**config.mk**
```make
export PLATFORM = sky130hd
export DESIGN_NAME = imem_loader
export DESIGN_NICKNAME = d
export VERILOG_FILES = /design/src/rtl/imem_loader.sv
export SDC_FILE = /design/constraint.sdc
export NUM_CORES = 1
export LEC_CHECK = 0
export ABC_AREA = 1
export BUFFER_PORTS_ARGS = -buffer_cell sky130_fd_sc_hd__buf_4
export CELL_PAD_IN_SITES_DETAIL_PLACEMENT = 0
export CELL_PAD_IN_SITES_GLOBAL_PLACEMENT = 1
export CORE_MARGIN = 5
export CORE_UTILIZATION = 45
export CTS_BUF_LIST = sky130_fd_sc_hd__clkbuf_4 sky130_fd_sc_hd__clkbuf_8
export CTS_CLUSTER_DIAMETER = 100
export DETAILED_ROUTE_END_ITERATION = 6
export PLACE_DENSITY_LB_ADDON = 0.15
export SLEW_MARGIN = 15
export SYNTH_ARGS = -nofsm -noshare
export SYNTH_HDL_FRONTEND = slang
export SYNTH_SLANG_ARGS = --single-unit
```
**constraint.sdc**
```tcl
create_clock -name clk -period 3.1 [get_ports clk]
set_input_delay 0.31 -clock clk [delete_from_list [all_inputs] [get_ports clk]]
set_output_delay 0.31 -clock clk [all_outputs]
set_load 0.05 [all_outputs]
```
**src/rtl/imem_loader.sv**
```systemverilog
// -----------------------------------------------------------------------------
// imem_loader
//
// Writer side of the instruction memory. A host streams bytes in. Every three
// bytes form one 24-bit instruction word (first byte is the most significant),
// which is written to consecutive instruction-memory addresses starting at
// BASE_ADDR. After the last word, one more byte arrives and is compared with
// the XOR of all data bytes. The core is held in reset (cpu_hold) for the whole
// load and is released only when that checksum matches.
//
// Ports
//   clk           system clock, rising edge
//   reset         asynchronous reset, active low (asserted at 0)
//   start         single-cycle load request (honoured in IDLE, DONE, ERR)
//   count         instructions to load, sampled on an accepted start
//   in_data       load byte
//   in_valid      in_data is valid
//   in_ready      loader accepts in_data this cycle
//   imem_wr_en    instruction memory write strobe, one cycle per word
//   imem_wr_addr  instruction memory write address
//   imem_wr_data  instruction word
//   cpu_hold      core reset request, 1 = hold the core
//   busy          load in progress
//   done          load finished with a good checksum (level)
//   chk_err       checksum mismatch (level)
//   len_err       illegal count requested (level)
// -----------------------------------------------------------------------------
module imem_loader #(
    parameter int                ADDR_W    = 8,
    parameter logic [ADDR_W-1:0] BASE_ADDR = '0
) (
    input  logic              clk,
    input  logic              reset,
    input  logic              start,
    input  logic [ADDR_W:0]   count,
    input  logic [7:0]        in_data,
    input  logic              in_valid,
    output logic              in_ready,
    output logic              imem_wr_en,
    output logic [ADDR_W-1:0] imem_wr_addr,
    output logic [23:0]       imem_wr_data,
    output logic              cpu_hold,
    output logic              busy,
    output logic              done,
    output logic              chk_err,
    output logic              len_err
);

    typedef enum logic [2:0] {
        IDLE,
        B0,
        B1,
        B2,
        WRITE,
        CHK,
        DONE,
        ERR
    } state_t;

    // Largest legal count is the full memory depth.
    localparam logic [ADDR_W:0] MAX_COUNT = {1'b1, {ADDR_W{1'b0}}};
    localparam logic [ADDR_W:0] ONE       = {{ADDR_W{1'b0}}, 1'b1};

    state_t            state;
    state_t            next_state;
    logic [ADDR_W:0]   count_q;
    logic [ADDR_W:0]   index;
    logic [ADDR_W:0]   index_inc;
    logic [7:0]        xor_acc;
    logic [7:0]        byte0;
    logic [7:0]        byte1;
    logic              start_ok;
    logic              len_bad;
    logic              byte_take;
    logic              last_word;

    // Helper terms shared by next-state and datapath logic. in_ready is only
    // ever 1 in a byte-consuming state, so a handshake implies such a state.
    always_comb begin
        start_ok  = start && ((state == IDLE) || (state == DONE) || (state == ERR));
        len_bad   = (count == '0) || (count > MAX_COUNT);
        byte_take = in_valid && in_ready;
        index_inc = index + ONE;
        last_word = (index_inc == count_q);
    end

    // Next-state logic. Three byte states assemble a word, WRITE spends one
    // cycle on the memory strobe, CHK waits for the checksum byte.
    always_comb begin
        next_state = state;
        case (state)
            IDLE, DONE, ERR: begin
                if (start_ok) begin
                    next_state = len_bad ? ERR : B0;
                end
            end
            B0: begin
                if (byte_take) begin
                    next_state = B1;
                end
            end
            B1: begin
                if (byte_take) begin
                    next_state = B2;
                end
            end
            B2: begin
                if (byte_take) begin
                    next_state = WRITE;
                end
            end
            WRITE: begin
                next_state = last_word ? CHK : B0;
            end
            CHK: begin
                if (byte_take) begin
                    next_state = (in_data == xor_acc) ? DONE : ERR;
                end
            end
            default: next_state = IDLE;
        endcase
    end

    // State register.
    always_ff @(posedge clk or negedge reset) begin
        if (!reset) begin
            state <= IDLE;
        end else begin
            state <= next_state;
        end
    end

    // Registered outputs and datapath. Strobe-like outputs are decoded from
    // next_state so they line up with the state they describe. Address and
    // data are captured on the B2 accept so they are stable throughout WRITE
    // and then simply hold until the next word.
    always_ff @(posedge clk or negedge reset) begin
        if (!reset) begin
            in_ready     <= 1'b0;
            imem_wr_en   <= 1'b0;
            imem_wr_addr <= '0;
            imem_wr_data <= '0;
            cpu_hold     <= 1'b1;
            busy         <= 1'b0;
            done         <= 1'b0;
            chk_err      <= 1'b0;
            len_err      <= 1'b0;
            count_q      <= '0;
            index        <= '0;
            xor_acc      <= '0;
            byte0        <= '0;
            byte1        <= '0;
        end else begin
            in_ready   <= (next_state == B0) || (next_state == B1) ||
                          (next_state == B2) || (next_state == CHK);
            imem_wr_en <= (next_state == WRITE);
            busy       <= (next_state == B0) || (next_state == B1) ||
                          (next_state == B2) || (next_state == WRITE) ||
                          (next_state == CHK);

            if (start_ok) begin
                count_q  <= count;
                index    <= '0;
                xor_acc  <= '0;
                done     <= 1'b0;
                chk_err  <= 1'b0;
                len_err  <= len_bad;
                cpu_hold <= 1'b1;
            end

            if (byte_take && (state != CHK)) begin
                xor_acc <= xor_acc ^ in_data;
            end

            if (byte_take && (state == B0)) begin
                byte0 <= in_data;
            end

            if (byte_take && (state == B1)) begin
                byte1 <= in_data;
            end

            if (byte_take && (state == B2)) begin
                imem_wr_data <= {byte0, byte1, in_data};
                imem_wr_addr <= BASE_ADDR + index[ADDR_W-1:0];
            end

            if (state == WRITE) begin
                index <= index_inc;
            end

            if (byte_take && (state == CHK)) begin
                if (in_data == xor_acc) begin
                    done     <= 1'b1;
                    cpu_hold <= 1'b0;
                end else begin
                    chk_err  <= 1'b1;
                end
            end
        end
    end

endmodule

```
==> impl_results.md <==
- Status: finished with violations
- Failing checks: negative hold slack
- Commonest cells after routing, fill and taps aside: 152 x nand2_1, 83 x dfrtp_1, 58 x buf_4
- CTS clk-pin slew, worst paths: 90 ps
- # nets final: 511
- Die Area: 0.0102 mm2
- Ports: 60
- Hold Crit Class: in2async
- Clock Latency Late Sink: 360 ps
- Leakage: 2.25 nW
- Number of global-route vias before repair: 2865
- Largest cells by area after synthesis: dfrtp_1 56%, nand2_1 15%, o21ai_0 5.6%
- Dpl hpwl: 5.74 mm
- IR drop worst, VDD: 0.000485 V
- Synth area leader: dfrtp_1
- Syn_area_per_cell: 8.68 um2
- Post-synth net total: 453
- Yosys top cell area share: 0.555
- Antenna violations before repair: 0
- Die span in y: 101 um
- Share of cells above drive strength 1: 0.204
- CP Data Required Time: 3310 ps
- Grt total ovfl: 0
- Final Critical Period: 1970 ps
- Drt wl/cell: 13.4 um
- Post-Route Setup TNS: 0 ps
- Total power: between 4 and 5 mW
- RSZ-0062 raised after global routing: false
- Drt via density: 4.90
- Slew @ Worst Pin: 750 ps
- Post_cts resized: 0
- Final worst-path cycle share: 0.637
- GR Util All Layers: 0.169
- CP Launch Type: flop
- Core area: 0.00818 mm2
- DRT iter0 DRCs: 132
- Final wirelength: 8.06 mm
- Cts hold-fix bufs: 0
- Clk root buf: clkbuf_8
- Slew headroom: 0.500
- DRT antenna net count: 0
- YS warnings: 0
- Initial Util: 0.458
- Die width: 101 um
- N_diodes: 0
- Maxcap violations: 0
- RePlAce Congestion: 0.808
- PwrDens: around 1000 mW/mm2
- Unique masters post-synth: 36
- # port buffers: 59
- First-pass GRT wire length: 13.8 mm
- Final setup vio count: 0
- Row Count: 33
- Area Overhead vs Synth: 18.8%
- Num CTS Buffers: 9
- CTS tree: yes
- Final Hold Viols: 7
- Worst Setup End Kind: flop
- Drt first pass iters: 4
- Hold slack: -14.3 ps
- Clk buf depth: 2
- DR DRC count: 0
- CP Max Fanout: 49
- CTS sink count: 84
- Arrival time at the worst endpoint: 2180 ps
- H-tree Lvls: 3
- Commonest non-fill, non-tap cell in the layout: nand2_1
- WS Path Type: reg2reg
- Vias: about 2900
- Largest net degree at the start of global routing: 85
- Final Slew Violations: 0
- Sequential element share of the synthesized area: 0.562
- Post-Synthesis Cells: between 400 and 500
- Mapped cell area: 0.00374 mm2
- Post-CTS Setup Inserts: 0
- Max Clock Freq: 507 MHz
- Synth Register Bits: 84
- Finished Core Util: 0.544
- Clk_skew: 8.63 ps
logic make-up after synthesis:
kind of cell,Yosys count,share of synthesized area
buffers and inverters,53,0.0582
AOI/OAI and AO/OA,60,0.0886
DFF,84,0.562
and+or+nand+nor,224,0.267
xor gates and xnor gates,9,0.0211
adders and majority gates,1,0.00334
path summary, 6_finish.rpt:
path | from | endpoint | slack [ps] | cells after the start
worst max-delay path | in_ready | imem_wr_data[15] | 1130 | 7
worst min-delay path | reset | imem_wr_addr[7] | -10 | 1
min in group clk | count[5] | count_q[5] | 160 | 3
max in group asynchronous | reset | state[0] | 2610 | 1
worst max register to register | in_ready | imem_wr_data[15] | 1130 | 7
worst min register to register | byte1[2] | imem_wr_data[10] | 480 | 2
flip-flops by register name (all words and copies together) (netlist names):
| signal | count |
|---|---|
| done | 1 |
| imem_wr_addr | 8 |
| imem_wr_en | 1 |
| state | 3 |
| busy | 1 |
| len_err | 1 |
| index | 9 |
| chk_err | 1 |
| count_q | 9 |
| imem_wr_data | 24 |
| in_ready | 1 |
| byte0 | 8 |
| byte1 | 8 |
| cpu_hold | 1 |
| xor_acc | 8 |
worst max-delay path, stage by stage (launching register included):
cell and delay [ps]:
dfrtp_1 360, nand2_1 90, clkinv_1 170, nand2_1 140, nor2_4 390, inv_2 410, nand2_1 150, o21ai_0 100
report_power, final:
| part | switching [mW] | total [mW] | internal (mW) |
|---|---|---|---|
| registers | 0.252 | 1.77 | 1.51 |
| logic | 1.47 | 2.12 | 0.655 |
| clock network | 0.427 | 0.730 | 0.303 |
synth_stat cells:
library cell,instances
nand2_1,152
dfrtp_1,83
o21ai_0,42
nand3_1,32
inv_1,31
nor2_1,13
o21ai_1,8
inv_2,7
buf_2,6
clkbuf_1,5
nand4_1,5
nor3_1,5
o22ai_1,5
xnor2_1,5
nand2_2,4
xor2_1,4
nor2_4,3
nand3b_1,2
nor2_2,2
a21boi_0,1
a21boi_4,1
a21oi_1,1
a32o_1,1
buf_4,1
clkinv_1,1
dfstp_2,1
ha_1,1
inv_4,1
inv_6,1
nand2_4,1
nand2_8,1
nand3_2,1
nand3_4,1
nor3_2,1
o22a_1,1
or2_2,1
metrics by stage:
| stage | area [um2] | hold WS (ps) | setup WS [ps] | std cells |
|---|---|---|---|---|
| 2_1_floorplan | 3740 | 14.4 | 1290 | 431 |
| 4_1_cts | 4440 | 152 | 1080 | 599 |
| 3_5_place_dp | 4260 | 460 | 1060 | 583 |
| 3_3_place_gp | 4260 | 458 | 1150 | 583 |
| 6_report | 4450 | -14.3 | 1130 | 599 |
| 5_1_grt | 4450 | 47.0 | 884 | 599 |
area by class of cell:
class                      instances  area (um2)
clock buffer                       9         124
clock inverter                     7        58.8
fill                             805        3730
inverter                          41         161
multi-input combinational        294        1420
sequential                        84        2100
tap                              105         131
timing repair buffer              59         447
metal layers:
| layer | vias up | share of wire | track usage | wire, um |
|---|---|---|---|---|
| li1 | 1497 | - | - | - |
| met2 | 61 | 0.45 | 0.249 | 3610 |
| met1 | 1376 | 0.51 | 0.255 | 4070 |
| met3 | 4 | 0.040 | 0.0255 | 324 |
| met4 | 0 | 0.0063 | 0.0613 | 51 |
| met5 | - | 0 | 0 | 0 |
Note: power is estimated with default switching activity, not from simulation.
